File: config.mk
export PLATFORM = sky130hd
export DESIGN_NAME = plic_claim_sched
export DESIGN_NICKNAME = d
export VERILOG_FILES = /design/src/rtl/plic_pkg.sv /design/src/rtl/plic_gateway.sv /design/src/rtl/plic_claim_sched.sv
export SDC_FILE = /design/constraint.sdc
export NUM_CORES = 1
export LEC_CHECK = 0
export CORE_MARGIN = 2
export CORE_UTILIZATION = 51
export CTS_CLUSTER_DIAMETER = 200
export CTS_CLUSTER_SIZE = 25
export DETAILED_ROUTE_END_ITERATION = 8
export PLACE_DENSITY = 0.91
export REMOVE_ABC_BUFFERS = 1
export SLEW_MARGIN = 20
export SYNTH_ARGS = -nofsm -noshare
export SYNTH_HDL_FRONTEND = slang
export SYNTH_SLANG_ARGS = --single-unit
File: constraint.sdc
create_clock -name clk -period 7.61 [get_ports clk]
set_input_delay 0.761 -clock clk [delete_from_list [all_inputs] [get_ports clk]]
set_output_delay 0.761 -clock clk [all_outputs]
set_load 0.01 [all_outputs]
File: src/rtl/plic_pkg.sv
// Shared types, default sizes and helpers for the PLIC claim/complete scheduler.
package plic_pkg;

    localparam int unsigned NSRC_DEF   = 32;
    localparam int unsigned PRIO_W_DEF = 3;
    localparam int unsigned ID_W_DEF   = $clog2(NSRC_DEF);

    // Upper bounds used to give prio_of a fixed-width argument.
    localparam int unsigned MAX_NSRC    = 32;
    localparam int unsigned MAX_PRIO_W  = 8;
    localparam int unsigned PRIO_FLAT_W = MAX_NSRC * MAX_PRIO_W;

    typedef enum logic [0:0] {
        SCAN,
        HOLD
    } scan_state_e;

    // Extract the priority field of source idx from a zero-extended flattened vector.
    function automatic logic [MAX_PRIO_W-1:0] prio_of(input logic [PRIO_FLAT_W-1:0] prio_flat,
                                                      input int unsigned idx,
                                                      input int unsigned prio_w);
        logic [PRIO_FLAT_W-1:0] shifted;
        logic [MAX_PRIO_W-1:0]  mask;
        shifted = prio_flat >> (idx * prio_w);
        mask    = MAX_PRIO_W'((32'd1 << prio_w) - 32'd1);
        return shifted[MAX_PRIO_W-1:0] & mask;
    endfunction

endpackage

File: src/rtl/plic_gateway.sv
// Per-source gateway: pending and in-service flops with set/claim/complete logic.
module plic_gateway (
    input  logic clk,
    input  logic rst,
    input  logic src,
    input  logic claim,
    input  logic complete,
    output logic pending
);

    logic pending_q, pending_d;
    logic inservice_q, inservice_d;

    // A new request is only accepted while neither pending nor being serviced.
    always_comb begin
        pending_d   = pending_q;
        inservice_d = inservice_q;
        if (src && !pending_q && !inservice_q) begin
            pending_d = 1'b1;
        end
        if (complete && inservice_q) begin
            inservice_d = 1'b0;
        end
        // Claim applied after complete so a same-cycle pair leaves the source in service.
        if (claim) begin
            pending_d   = 1'b0;
            inservice_d = 1'b1;
        end
    end

    // State registers.
    always_ff @(posedge clk or posedge rst) begin
        if (rst) begin
            pending_q   <= 1'b0;
            inservice_q <= 1'b0;
        end else begin
            pending_q   <= pending_d;
            inservice_q <= inservice_d;
        end
    end

    assign pending = pending_q;

endmodule

File: src/rtl/plic_claim_sched.sv
// Sequential priority scan plus claim/complete handshake for the external interrupt.
module plic_claim_sched
    import plic_pkg::*;
#(
    parameter int unsigned NSRC   = NSRC_DEF,
    parameter int unsigned PRIO_W = PRIO_W_DEF,
    parameter int unsigned ID_W   = $clog2(NSRC)
) (
    input  logic                   clk,
    input  logic                   rst,
    input  logic [NSRC-1:0]        src_irq,
    input  logic [NSRC-1:0]        ie,
    input  logic [NSRC*PRIO_W-1:0] prio,
    input  logic [PRIO_W-1:0]      threshold,
    input  logic                   claim_req,
    output logic                   claim_vld,
    output logic [ID_W-1:0]        claim_id,
    input  logic                   complete_req,
    input  logic [ID_W-1:0]        complete_id,
    output logic                   irq_o,
    output logic [NSRC-1:0]        pending_o
);

    localparam logic [ID_W-1:0] FIRST_IDX = ID_W'(1);
    localparam logic [ID_W-1:0] LAST_IDX  = ID_W'(NSRC - 1);

    scan_state_e       state_q, state_d;
    logic [ID_W-1:0]   idx_q, idx_d;
    logic [ID_W-1:0]   run_id_q, run_id_d;
    logic [PRIO_W-1:0] run_prio_q, run_prio_d;
    logic [ID_W-1:0]   best_id_q, best_id_d;
    logic              claim_vld_q;
    logic [ID_W-1:0]   claim_id_q;
    logic              irq_q;

    logic [NSRC-1:0]        pending;
    logic [PRIO_FLAT_W-1:0] prio_ext;
    logic [PRIO_W-1:0]      cur_prio;
    logic [PRIO_W-1:0]      best_cur_prio;
    logic                   cand_win;
    logic                   claim_ok;
    logic                   unused_src0;

    assign prio_ext      = PRIO_FLAT_W'(prio);
    assign cur_prio      = PRIO_W'(prio_of(prio_ext, 32'(idx_q), PRIO_W));
    assign best_cur_prio = PRIO_W'(prio_of(prio_ext, 32'(best_id_q), PRIO_W));
    assign unused_src0   = src_irq[0];

    // Strictly-greater keeps the lower ID on ties since indices ascend.
    assign cand_win = pending[idx_q] && ie[idx_q] && (cur_prio > threshold)
                      && (cur_prio > run_prio_q);

    // Recheck the stored winner against live state so a stale result cannot be claimed.
    assign claim_ok = claim_req && (best_id_q != '0) && pending[best_id_q] && ie[best_id_q]
                      && (best_cur_prio > threshold);

    // ID 0 is reserved and never pending.
    assign pending[0] = 1'b0;

    for (genvar i = 1; i < NSRC; i++) begin : g_gw
        plic_gateway u_gw (
            .clk      (clk),
            .rst      (rst),
            .src      (src_irq[i]),
            .claim    (claim_ok && (best_id_q == ID_W'(i))),
            .complete (complete_req && (complete_id == ID_W'(i))),
            .pending  (pending[i])
        );
    end

    // Scan FSM next state: one index per cycle, publish at the last index, one HOLD cycle.
    always_comb begin
        state_d    = state_q;
        idx_d      = idx_q;
        run_id_d   = run_id_q;
        run_prio_d = run_prio_q;
        best_id_d  = best_id_q;
        case (state_q)
            SCAN: begin
                if (cand_win) begin
                    run_id_d   = idx_q;
                    run_prio_d = cur_prio;
                end
                if (idx_q == LAST_IDX) begin
                    best_id_d  = cand_win ? idx_q : run_id_q;
                    run_id_d   = '0;
                    run_prio_d = '0;
                    idx_d      = FIRST_IDX;
                    state_d    = HOLD;
                end else begin
                    idx_d = idx_q + 1'b1;
                end
            end
            HOLD: begin
                state_d = SCAN;
            end
            default: begin
                state_d = SCAN;
            end
        endcase
        // Any claim invalidates the published winner and restarts the scan.
        if (claim_req) begin
            state_d    = SCAN;
            idx_d      = FIRST_IDX;
            run_id_d   = '0;
            run_prio_d = '0;
            best_id_d  = '0;
        end
    end

    // Scan FSM registers.
    always_ff @(posedge clk or posedge rst) begin
        if (rst) begin
            state_q    <= SCAN;
            idx_q      <= FIRST_IDX;
            run_id_q   <= '0;
            run_prio_q <= '0;
            best_id_q  <= '0;
        end else begin
            state_q    <= state_d;
            idx_q      <= idx_d;
            run_id_q   <= run_id_d;
            run_prio_q <= run_prio_d;
            best_id_q  <= best_id_d;
        end
    end

    // Registered claim response and interrupt line.
    always_ff @(posedge clk or posedge rst) begin
        if (rst) begin
            claim_vld_q <= 1'b0;
            claim_id_q  <= '0;
            irq_q       <= 1'b0;
        end else begin
            claim_vld_q <= claim_req;
            claim_id_q  <= claim_ok ? best_id_q : '0;
            irq_q       <= claim_req ? 1'b0 : (best_id_q != '0);
        end
    end

    assign claim_vld = claim_vld_q;
    assign claim_id  = claim_id_q;
    assign irq_o     = irq_q;
    assign pending_o = pending;

endmodule

==> flow_summary.yaml <==
cells_and_area:
  stdcell_area_um2: 8710
  fillers: 899
  final_cell_count_no_fill: 1005
  syn_to_final_growth_pct: 33.6
  drive_gt1_share_pct: 9.36
  antenna_cells: 0
  final_nets: 1011
yosys:
  synth_edf_count: 0
  synth_area_per_cell_um2: 9.59
  ys_top_cells_by_count: "dfrtp_1 (87), o21ai_0 (83), a21oi_1 (59), mux2i_1 (56), nand2_1 (56)"
  synth_top_cell_by_area: "dfrtp_1"
  synth_cell_types: 53
  synth_top_area_share_pct: 33.4
  async_flop_share_pct: 100
  syn-cell-area_um2: 6520
  synth-warning-count: 0
  syn_inst: 680
  synth_ff_type: "dfrtp_1"
  yosysMostFrequentCell: "dfrtp_1"
  synth_area_leaders: "dfrtp_1 (33%), mux4_2 (15%), mux2i_1 (8.6%), o21ai_0 (6.4%), a21oi_1 (4.5%)"
  ys_seq_area_share_pct: 33.8
  synth.ff_latch_count: 88
global_route:
  use_met2_pct: 56.5
  grt_pass1_vias: 6476
  antenna_found_initial: 1
  grtUsageTotal_pct: 32.4
  use_met3_pct: 6.02
  grt_max_degree: 74
  grt_overflow: 0
  grt_first_pass_wirelength_um: 33800
  grt_busiest_layer: "met2"
  use_met1_pct: 39.1
drt:
  vias_per_cell: 6.49
  dr.pass1.iters: 5
  dr_total_vias: 6527
  drt_wl_total_um: 22200
  ant_nets: 0
  drt_iter0_markers: 565
  route.detailed.wl_per_inst_um: 22.1
  drc: 0
clock_tree:
  cts_root_buffer: "clkbuf_16"
  cts_resized: 0
  post-cts-setup-buffers: 0
  cts_buffers: 9
  cts_tree: "built"
  cts_hold_buf: 0
  clockBufferDepth: 2
  worstSkewPairLatency_ns: 0.34
  cts_max_level: 3
  clkTransAtPathRegs_ns: 0.06
  cts_num_sinks: 88
placed_design:
  place_congestion: 0.920
  place_area_um2: 8420
  portBuffers: 208
  hpwl_um: 16000
  place_ws_ns: 2.96
  dp.cells: 989
setup_path:
  critical_path_class: "register to register"
  crit_path_max_fanout: 33
  worst_setup_path_start_kind: "register"
  crit_path_end_kind: "register"
  arrival_ns: 4.94
  reg2reg_setup_slack_ns: 2.85
  crit_required_ns: 7.78
power_and_ir_drop:
  powerDensity_nw_per_um2: 140
  p_leak_nw: 3.35
  ir_worst_vdd_mv: 0.115
sta:
  fin_crit_sh_pct: 62.6
  finClkSkew_ns: 0.00527
  setup_viol: 0
  max_freq_ghz: 0.210
  rsz0062_at_grt: "no"
  postLayoutSetupSlackWorst_ns: 2.85
  tns_ns: 0
  fin_crit_ns: 4.76
  maxSlewViolCount: 0
  worst_hold_slack_ns: 0.505
  slew_headroom_pct: 27.4
  tightest_slew_ns: 1.09
  hold_viol: 0
floorplan:
  die_w_um: 117
  core_um2: 12600
  die_y_um: 117
  ios: 211
  die_area_um2: 13700
  rows: 41
  start_util_pct: 51.9
flow_run:
  maxCapViolCount: 0
hold_path:
  hp-class: "register to register"
outcome:
  status: "finished, final reports clean"
-- power breakdown --
part | switching (mW) | internal (mW)
clock | 0.189 | 0.255
combinational | 0.123 | 0.161
sequential | 0.0177 | 0.475
-- cells in the final DEF, fill, tap and decap left out, drive strengths merged, types with 3 or more instances in the layout --
cell / synthesis / routed
a22o: 11 / 11
clkinv: 0 / 3
ha: 11 / 11
and2: 4 / 4
clkbuf: 26 / 11
buf: 50 / 5
nand2: 56 / 56
a22oi: 16 / 16
nand4b: 3 / 3
and3: 6 / 6
nand4: 6 / 6
mux2: 3 / 3
nor2: 10 / 10
nand3: 22 / 22
a21oi: 59 / 59
a31oi: 23 / 23
a2111oi: 3 / 3
a221oi: 4 / 4
clkdlybuf4s50: 0 / 208
nor3: 5 / 5
dfrtp: 87 / 87
a21boi: 4 / 4
o22ai: 4 / 4
inv: 46 / 46
nand2b: 4 / 4
nor2b: 11 / 11
or2: 4 / 4
nand3b: 3 / 3
mux2i: 56 / 56
o21ai: 83 / 83
mux4: 43 / 43
-- path summary, 6_finish.rpt --
check | from | end | cells after the start
setup / recovery | best_id_q[0] | g_gw[16].u_gw.pending | 13
hold / removal | run_id_q[1] | run_id_q[1] | 1
setup reg to reg | best_id_q[0] | g_gw[16].u_gw.pending | 13
hold reg to reg | run_id_q[1] | run_id_q[1] | 1
max in group asynchronous | rst | best_id_q[0] | 3
min in group asynchronous | rst | g_gw[14].u_gw.inservice_q | 2
-- final cells by class --
| cell class | instances | area, um2 | share of cell area (%) |
|---|---|---|---|
| inverters | 46 | 174 | 2.00 |
| clock buffers | 11 | 233 | 2.67 |
| clock inverters | 5 | 56.3 | 0.646 |
| repair buffers | 213 | 2120 | 24.3 |
| well taps | 172 | 215 | 2.47 |
| flip-flops and latches | 88 | 2210 | 25.4 |
| multi-input cells | 470 | 3700 | 42.5 |
-- through the flow --
stage          util, %  total power, mW
6_report          69.3             1.22
4_1_cts           69.3             1.22
3_3_place_gp      67.0            0.771
2_1_floorplan        -            0.637
3_5_place_dp      67.0            0.779
5_1_grt           69.3             1.26
-- state kept, by name, indices dropped and copies added, names as in the netlist --
signal                 flops
state_q                    1
claim_vld                  1
g_gw.u_gw.inservice_q     31
idx_q                      5
claim_id                   5
g_gw.u_gw.pending         31
run_id_q                   5
irq_o                      1
run_prio_q                 3
best_id_q                  5
-- layer usage --
layer  vias to the layer above  routed length (um)
met5                         -                  13
met3                       108                2210
met1                      3192                7820
li1                       2802                   -
met4                         2                 960
met2                       423               11200
-- logic make-up after synthesis --
group	share of synthesized area (%)
compound gates	19.5
simple gates	10.9
buf+inv	9.48
mux	24.0
flops	33.8
fa+ha+maj	2.11
other cells	0.0575
xor+xnor	0.134
-- worst max-delay path: stages (launching register included) --
cell	delay, ns
dfrtp_2	0.82
buf_4	0.53
mux4_2	0.57
mux4_2	0.50
nand2_1	0.09
nand2_1	0.06
ha_1	0.29
nor2b_1	0.12
o21ai_0	0.08
a21oi_1	0.33
and2_1	0.28
nand2_1	0.43
inv_1	0.35
a31oi_1	0.13
No activity file was read; power rests on OpenSTA's default activity.
